`src/rtl/hazard_tnew_tracker_pkg.sv`:
```
// hazard_tnew_tracker_pkg: shared encodings, defaults and the Tuse/Tnew compare helper.
package hazard_tnew_tracker_pkg;

    localparam logic [1:0] TUSE_NONE = 2'd3;
    localparam int MULT_CYCLES_DEF = 5;
    localparam int DIV_CYCLES_DEF = 10;

    typedef enum logic [1:0] {
        MD_NONE = 2'd0,
        MD_MULT = 2'd1,
        MD_DIV  = 2'd2,
        MD_RSVD = 2'd3
    } md_kind_t;

    function automatic int cnt_width(input int a, input int b);
        int m;
        m = a > b ? a : b;
        return m < 1 ? 1 : $clog2(m + 1);
    endfunction

    // A source stalls only if the producer's result arrives after the consumer needs it.
    function automatic logic src_hazard(input logic [4:0] src, input logic [1:0] tuse,
                                        input logic [4:0] ea, input logic [1:0] et,
                                        input logic [4:0] ma, input logic [1:0] mt);
        return src != 5'd0 && tuse != TUSE_NONE &&
               ((src == ea && tuse < et) || (src == ma && tuse < mt));
    endfunction

endpackage

```
`src/rtl/hazard_tnew_tracker_md_busy_counter.sv`:
```
// md_busy_counter: HI/LO occupancy counter, loaded as a mult/div leaves E, then counts down.
module md_busy_counter
    import hazard_tnew_tracker_pkg::*;
#(
    parameter int MULT_CYCLES = MULT_CYCLES_DEF,
    parameter int DIV_CYCLES  = DIV_CYCLES_DEF
) (
    input  logic     clk,
    input  logic     reset,
    input  md_kind_t kind,
    output logic     busy
);

    localparam int W = cnt_width(MULT_CYCLES, DIV_CYCLES);

    logic [W-1:0] count;
    logic         start;

    assign start = kind == MD_MULT || kind == MD_DIV;
    assign busy  = start || count != '0;

    always_ff @(posedge clk) begin
        if (reset)
            count <= '0;
        else if (start)
            count <= kind == MD_DIV ? W'(DIV_CYCLES) : W'(MULT_CYCLES);
        else if (count != '0)
            count <= count - W'(1);
    end

endmodule

```
`src/rtl/hazard_tnew_tracker.sv`:
```
// hazard_tnew_tracker: Tuse/Tnew stall logic for the E/M/W pipe.
// HAZARD_MD_STALL_EN adds the HI/LO busy counter and its stall term.
module hazard_tnew_tracker
    import hazard_tnew_tracker_pkg::*;
#(
    parameter int MULT_CYCLES = MULT_CYCLES_DEF,
    parameter int DIV_CYCLES  = DIV_CYCLES_DEF
) (
    input  logic       clk,
    input  logic       reset,
    input  logic [4:0] d_a3,
    input  logic [1:0] d_tnew,
    input  logic [4:0] d_rs,
    input  logic [4:0] d_rt,
    input  logic [1:0] rs_tuse,
    input  logic [1:0] rt_tuse,
    input  logic [1:0] d_md_kind,
    input  logic       d_md_use,
    output logic       stall,
    output logic [4:0] e_a3,
    output logic [4:0] m_a3,
    output logic [4:0] w_a3,
    output logic [1:0] e_tnew,
    output logic [1:0] m_tnew,
    output logic       md_busy
);

    logic md_hazard;

    assign stall = src_hazard(d_rs, rs_tuse, e_a3, e_tnew, m_a3, m_tnew) |
                   src_hazard(d_rt, rt_tuse, e_a3, e_tnew, m_a3, m_tnew) |
                   md_hazard;

    always_ff @(posedge clk) begin
        if (reset) begin
            e_a3   <= '0;
            e_tnew <= '0;
            m_a3   <= '0;
            m_tnew <= '0;
            w_a3   <= '0;
        end else begin
            e_a3   <= stall ? '0 : d_a3;
            e_tnew <= stall ? '0 : d_tnew;
            m_a3   <= e_a3;
            m_tnew <= e_tnew == 2'd0 ? 2'd0 : e_tnew - 2'd1;
            w_a3   <= m_a3;
        end
    end

`ifdef HAZARD_MD_STALL_EN
    md_kind_t e_md_kind;

    // Reserved kind is folded to none on capture so it never starts a count.
    always_ff @(posedge clk) begin
        if (reset)
            e_md_kind <= MD_NONE;
        else
            e_md_kind <= stall || d_md_kind == MD_RSVD ? MD_NONE : md_kind_t'(d_md_kind);
    end

    md_busy_counter #(
        .MULT_CYCLES(MULT_CYCLES),
        .DIV_CYCLES (DIV_CYCLES)
    ) u_md_busy_counter (
        .clk  (clk),
        .reset(reset),
        .kind (e_md_kind),
        .busy (md_busy)
    );

    assign md_hazard = d_md_use & md_busy;
`else
    logic unused_md;

    assign unused_md = ^{d_md_kind, d_md_use, MULT_CYCLES[0], DIV_CYCLES[0]};
    assign md_busy   = 1'b0;
    assign md_hazard = 1'b0;
`endif

endmodule

```
`config.mk`:
```
export PLATFORM = sky130hd
export DESIGN_NAME = hazard_tnew_tracker
export DESIGN_NICKNAME = d
export VERILOG_FILES = /design/src/rtl/hazard_tnew_tracker_pkg.sv /design/src/rtl/hazard_tnew_tracker_md_busy_counter.sv /design/src/rtl/hazard_tnew_tracker.sv
export SDC_FILE = /design/constraint.sdc
export NUM_CORES = 1
export LEC_CHECK = 0
export CAP_MARGIN = 20
export CORE_MARGIN = 1
export CORE_UTILIZATION = 40
export DETAILED_ROUTE_END_ITERATION = 8
export PLACE_DENSITY = 0.8
export SYNTH_ARGS = -nofsm -noshare
export SYNTH_HDL_FRONTEND = slang
export SYNTH_SLANG_ARGS = --single-unit
```
`constraint.sdc`:
```
create_clock -name clk -period 4.6 [get_ports clk]
set_input_delay 0.46 -clock clk [delete_from_list [all_inputs] [get_ports clk]]
set_output_delay 0.46 -clock clk [all_outputs]
set_load 0.02 [all_outputs]
```
Yosys cells after proc, flatten, opt, wreduce, memory -nomap -nowiden
Index checks and enable logic that the tools add are counted.
{"block": "word_totals", "reg_bits": 19, "inputBits": 26}
{"block": "op_classes", "addsub": 1, "order_cmp": 4, "n_eq_ne": 6, "bitwise": 1, "reduce_logical": 15}
{"cell": "== test 5 bit", "n": 4}
{"cell": "nonzero test 5 bit", "n": 2}
{"cell": "logical AND 1 bit", "n": 8}
{"cell": "< comparator 2 bit", "n": 4}
{"cell": "inequality test 2 bit (second input constant)", "n": 2}
{"cell": "OR reduction 2 bit", "n": 2}
{"cell": "logical NOT 2 bit", "n": 1}
{"cell": "logical OR 1 bit", "n": 2}
{"cell": "subtractor 2 x 1 -> 2 bit (second input constant)", "n": 1}
{"cell": "bitwise OR 1 bit", "n": 1}

Logic depth before layout (Yosys ltp)
{"block": "depth", "word_depth": 6, "mapped_depth": 6, "ltp_nobuf": 6}

Worst setup path after synthesis
No wires, ideal clock.
{"block": "synth_timing", "path_kind": "register to output", "start": "register e_tnew[1]", "end": "output stall", "t_arrival_ps": 1780, "setup_slack_ps": 2360, "stages_incl_launch_ff": 7, "path_cell_list": "dfxtp_1 inv_1 ha_1 nor4_2 nand4_1 a221oi_2 or2_1"}
{"block": "synth_via", "elab_chain_cells": 5}
{"element": "start, declared", "line_no": "hazard_tnew_tracker.sv:23", "text": "output logic [1:0] e_tnew,"}
{"element": "start signal, assigned", "line_no": "hazard_tnew_tracker.sv:43", "text": "e_tnew <= stall ? '0 : d_tnew;"}
{"element": "< comparator 2 bit", "line_no": "hazard_tnew_tracker_pkg.sv:26", "text": "((src == ea && tuse < et) || (src == ma && tuse < mt));"}
{"element": "logical AND 1 bit", "line_no": "hazard_tnew_tracker_pkg.sv:26"}
{"element": "logical OR 1 bit", "line_no": "hazard_tnew_tracker_pkg.sv:26"}
{"element": "logical AND 1 bit", "line_no": "hazard_tnew_tracker_pkg.sv:25", "text": "return src != 5'd0 && tuse != TUSE_NONE &&"}
{"element": "bitwise OR 1 bit *", "line_no": "hazard_tnew_tracker.sv:30", "text": "assign stall = src_hazard(d_rs, rs_tuse, e_a3, e_tnew, m_a3, m_tnew) |"}
{"element": "end, declared", "line_no": "hazard_tnew_tracker.sv:19", "text": "output logic stall,"}
Mark *: on every way between the ends. The rest lies on a longest branch, timed or not.

Final worst setup path
{"block": "layout_timing", "start": "input rt_tuse[1]", "end": "output stall"}
{"block": "layout_via", "elab_chain_cells": 5}
{"element": "start, declared", "line_no": "hazard_tnew_tracker.sv:16", "text": "input logic [1:0] rt_tuse,"}
{"element": "< comparator 2 bit", "line_no": "hazard_tnew_tracker_pkg.sv:26"}
{"element": "logical AND 1 bit", "line_no": "hazard_tnew_tracker_pkg.sv:26"}
{"element": "logical OR 1 bit", "line_no": "hazard_tnew_tracker_pkg.sv:26"}
{"element": "logical AND 1 bit *", "line_no": "hazard_tnew_tracker_pkg.sv:25"}
{"element": "bitwise OR 1 bit *", "line_no": "hazard_tnew_tracker.sv:30"}
Marked as above.

==> impl_metrics.csv <==
group,metric,value,unit
setup_path,required,4.14,ns
hold_path,worst_hold_path_type,"flop to flop",
power,seqPwrFrac,50.4,%
clocking,clk_pin_slew_worst_paths,0.11,ns
power,combPwrFrac,24.9,%
synthesis,synth-compound-area-share,5.30,%
clocking,postCtsResizedCells,0,
clocking,post-cts-setup-buffers,0,
clocking,clock_path_buffers,2,
setup_path,timing.critical_path.cells,"clkdlybuf4s50_1 > ha_1 > nor4_2 > nand4_1 > a221oi_2 > or2_1 > clkdlybuf4s50_1",
grt,grt_overflow,0,
place,hpwl,1800,µm
setup_path,cp_max_fo,8,
layout,area_growth,49.5,%
grt,grtUsageTotal,19.6,%
route,first_pass_iters,4,
synthesis,yosys-top-cells-count,"19 x dfxtp_1, 16 x xor2_1, 10 x nor2b_1",
synthesis,synth_top_cell_by_area,"dfxtp_1",
synthesis,seq_area_frac_synth,40.3,%
route,antenna_left,0,
job,max_cap_viol_count,0,
sta,tightest_slew,0.683,ns
power,peakVddDrop,0.000212,V
grt,first_global_vias,849,
sta,hold_viol,0,
route,wl_per_cell,13.8,µm
floorplan,row_count,17,
route,via_per_inst,5.07,
synthesis,syn_area,945,µm²
clocking,clkSinkCount,19,
floorplan,io_pins,47,
power,swShare,29.3,%
floorplan,initial_core_util,42.7,%
synthesis,ys_ff_latch,19,
layout,antenna_cells,0,
route,vias,827,
power,p_total,0.000359,W
synthesis,yosysWarnings,0,
grt,grt_pass1_wl,3660,µm
clocking,htreeDepth,1,
setup_path,cp_slowest_cell,"a221oi_2",
sta,finalSetupTns,0,ns
power,pwr-share-clk,24.7,%
route,drc_errors,0,
synthesis,synth.mux.area_fraction,0,%
setup_path,crit_path_max_incr_delay,0.59,ns
synthesis,synth_xor_area_share,18.5,%
synthesis,synth.area.top_cells,"dfxtp_1 40%, xor2_1 15%, ha_1 6.6%",
floorplan,die_w,50.6,µm
synthesis,syn_nets,123,
clocking,cts_hold_buffers,0,
setup_path,cp_num_buf_inv,2,
setup_path,path_common_cell,"clkdlybuf4s50_1",
sta,period_share,74.2,%
synthesis,synth_enable_flop_cells,0,
synthesis,syn_area_per_cell,10.3,µm²
sta,rsz0062_at_grt,"false",
clocking,tritoncts,"done",
sta,finClkSkew,0.00427,ns
floorplan,die_area,2560,µm²
floorplan,die_y,50.6,µm
layout,fin_nets,167,
synthesis,synthAdderAreaFrac,6.62,%
power,p_int,0.000254,W
place,portBuffers,42,
clocking,clk_latency,0.31,ns
sta,setup_violations,0,
sta,period_needed,3.42,ns
status,status,"finished, final reports clean",
route,wl,2250,µm
setup_path,start_kind,"input port",
clocking,clock-root-buffer,"clkbuf_4",
power,p_sw,0.000105,W
synthesis,async_flop_share,0,%
synthesis,synth_top_family_by_area,"simple AND/OR/NAND/NOR gates",
layout,drive_above_1_share,7.41,%
setup_path,cp.arrival,2.96,ns
sta,max_freq,293,MHz
sta,maxSlewHeadroom,54.4,%
grt,grt_max_degree,20,
sta,report.final.slew_viol_count,0,
synthesis,synth_top_area_share,40.3,%
power,power.leakage,0.534,nW
grt,antenna_found_initial,0,
floorplan,core,2210,µm²
clocking,cts_made_buffers,3,
setup_path,crit_family,"buffers and inverters",
synthesis,synth_cells,92,
setup_path,crit_type,"input port to primary output",
synthesis,synth_ff_type,"dfxtp_1",
setup_path,crit_path_end_kind,"primary output",
route,drt-initial-drc-count,7,
place,place_congestion,0.765,
synthesis,synth-simple-area-share,25.7,%
synthesis,synthMostInstantiatedCell,"dfxtp_1",
synthesis,yosysUniqueCellTypes,19,
power,p_per_area,254,nW/µm²
[path summary, 6_finish.rpt]
kind	slack, ns	cells past startpoint	end	from
worst max-delay path	1.18	7	stall	rt_tuse[1]
worst min-delay path	0.46	1	m_tnew[0]	e_tnew[0]
worst max register to register	2.75	6	e_a3[4]	e_tnew[1]
worst min register to register	0.46	1	m_tnew[0]	e_tnew[0]
[flip-flops by register name, indices dropped and copies added (netlist names)]
register / count
m_tnew: 2
e_a3: 5
m_a3: 5
w_a3: 5
e_tnew: 2
[worst register-to-register path, cell delays in order, from the launching register on]
cell and delay (ns):
dfxtp_1 0.35, inv_1 0.07, ha_1 0.20, nor4_2 0.27, nand4_1 0.14, a221oi_2 0.58
nor4b_1 0.11
[cell families (layout without fill, tap and decap cells)]
logic type,after synthesis,in the layout
xor+xnor,20,20
flops,19,19
fa+ha+maj,5,5
other cells,1,1
compound gates,6,6
simple gates,34,34
buf+inv,7,50
[metrics by stage]
| stage | utilization (%) | instance area [µm²] | hold slack (ns) | std cells | worst slack (ns) |
|---|---|---|---|---|---|
| 6_report | 63.9 | 1410 | 0.462 | 163 | 1.18 |
| 3_3_place_gp | 62.6 | 1390 | 0.439 | 159 | 1.25 |
| 5_1_grt | 63.9 | 1410 | 0.474 | 163 | 1.01 |
| 4_1_cts | 63.9 | 1410 | 0.469 | 163 | 1.17 |
| 3_5_place_dp | 62.6 | 1390 | 0.448 | 159 | 1.19 |
| 2_1_floorplan | - | 945 | 0.567 | 92 | 2.36 |
[power by group through the flow]
stage	registers [W]	clock network [W]	logic, W
after floorplan	0.000193	0	0.0000344
after global placement	0.000185	0	0.0000874
after detailed placement	0.000185	0	0.0000899
after CTS	0.000181	0.0000898	0.0000904
after global routing	0.000182	0.0000974	0.0000971
final	0.000181	0.0000887	0.0000896
[final cells by class]
type / count / area, µm²
fillers: 199 / 800
repair buffers: 42 / 420
inverters: 4 / 15.0
multi-input cells: 66 / 534
flip-flops and latches: 19 / 380
well taps: 28 / 35.0
clock inverters: 1 / 5.00
clock buffers: 3 / 22.5
[metal layers]
metal | part of all wire (%) | track usage [%]
met5 | 0 | 0
met4 | 1.6 | 8.33
met3 | 5.8 | 4.55
met2 | 50 | 36.0
met1 | 43 | 21.2
[cells in the final DEF, fill, tap and decap left out, types with 3 or more instances in the layout]
cell type,n
nor4b_1,7
ha_1,5
inv_1,4
xor2_1,16
nor2b_1,10
clkbuf_4,3
o21ai_0,4
dfxtp_1,19
nor4_2,4
nor2_1,4
clkdlybuf4s50_1,42
xnor2_1,4
No activity file was read; power rests on OpenSTA's default activity.
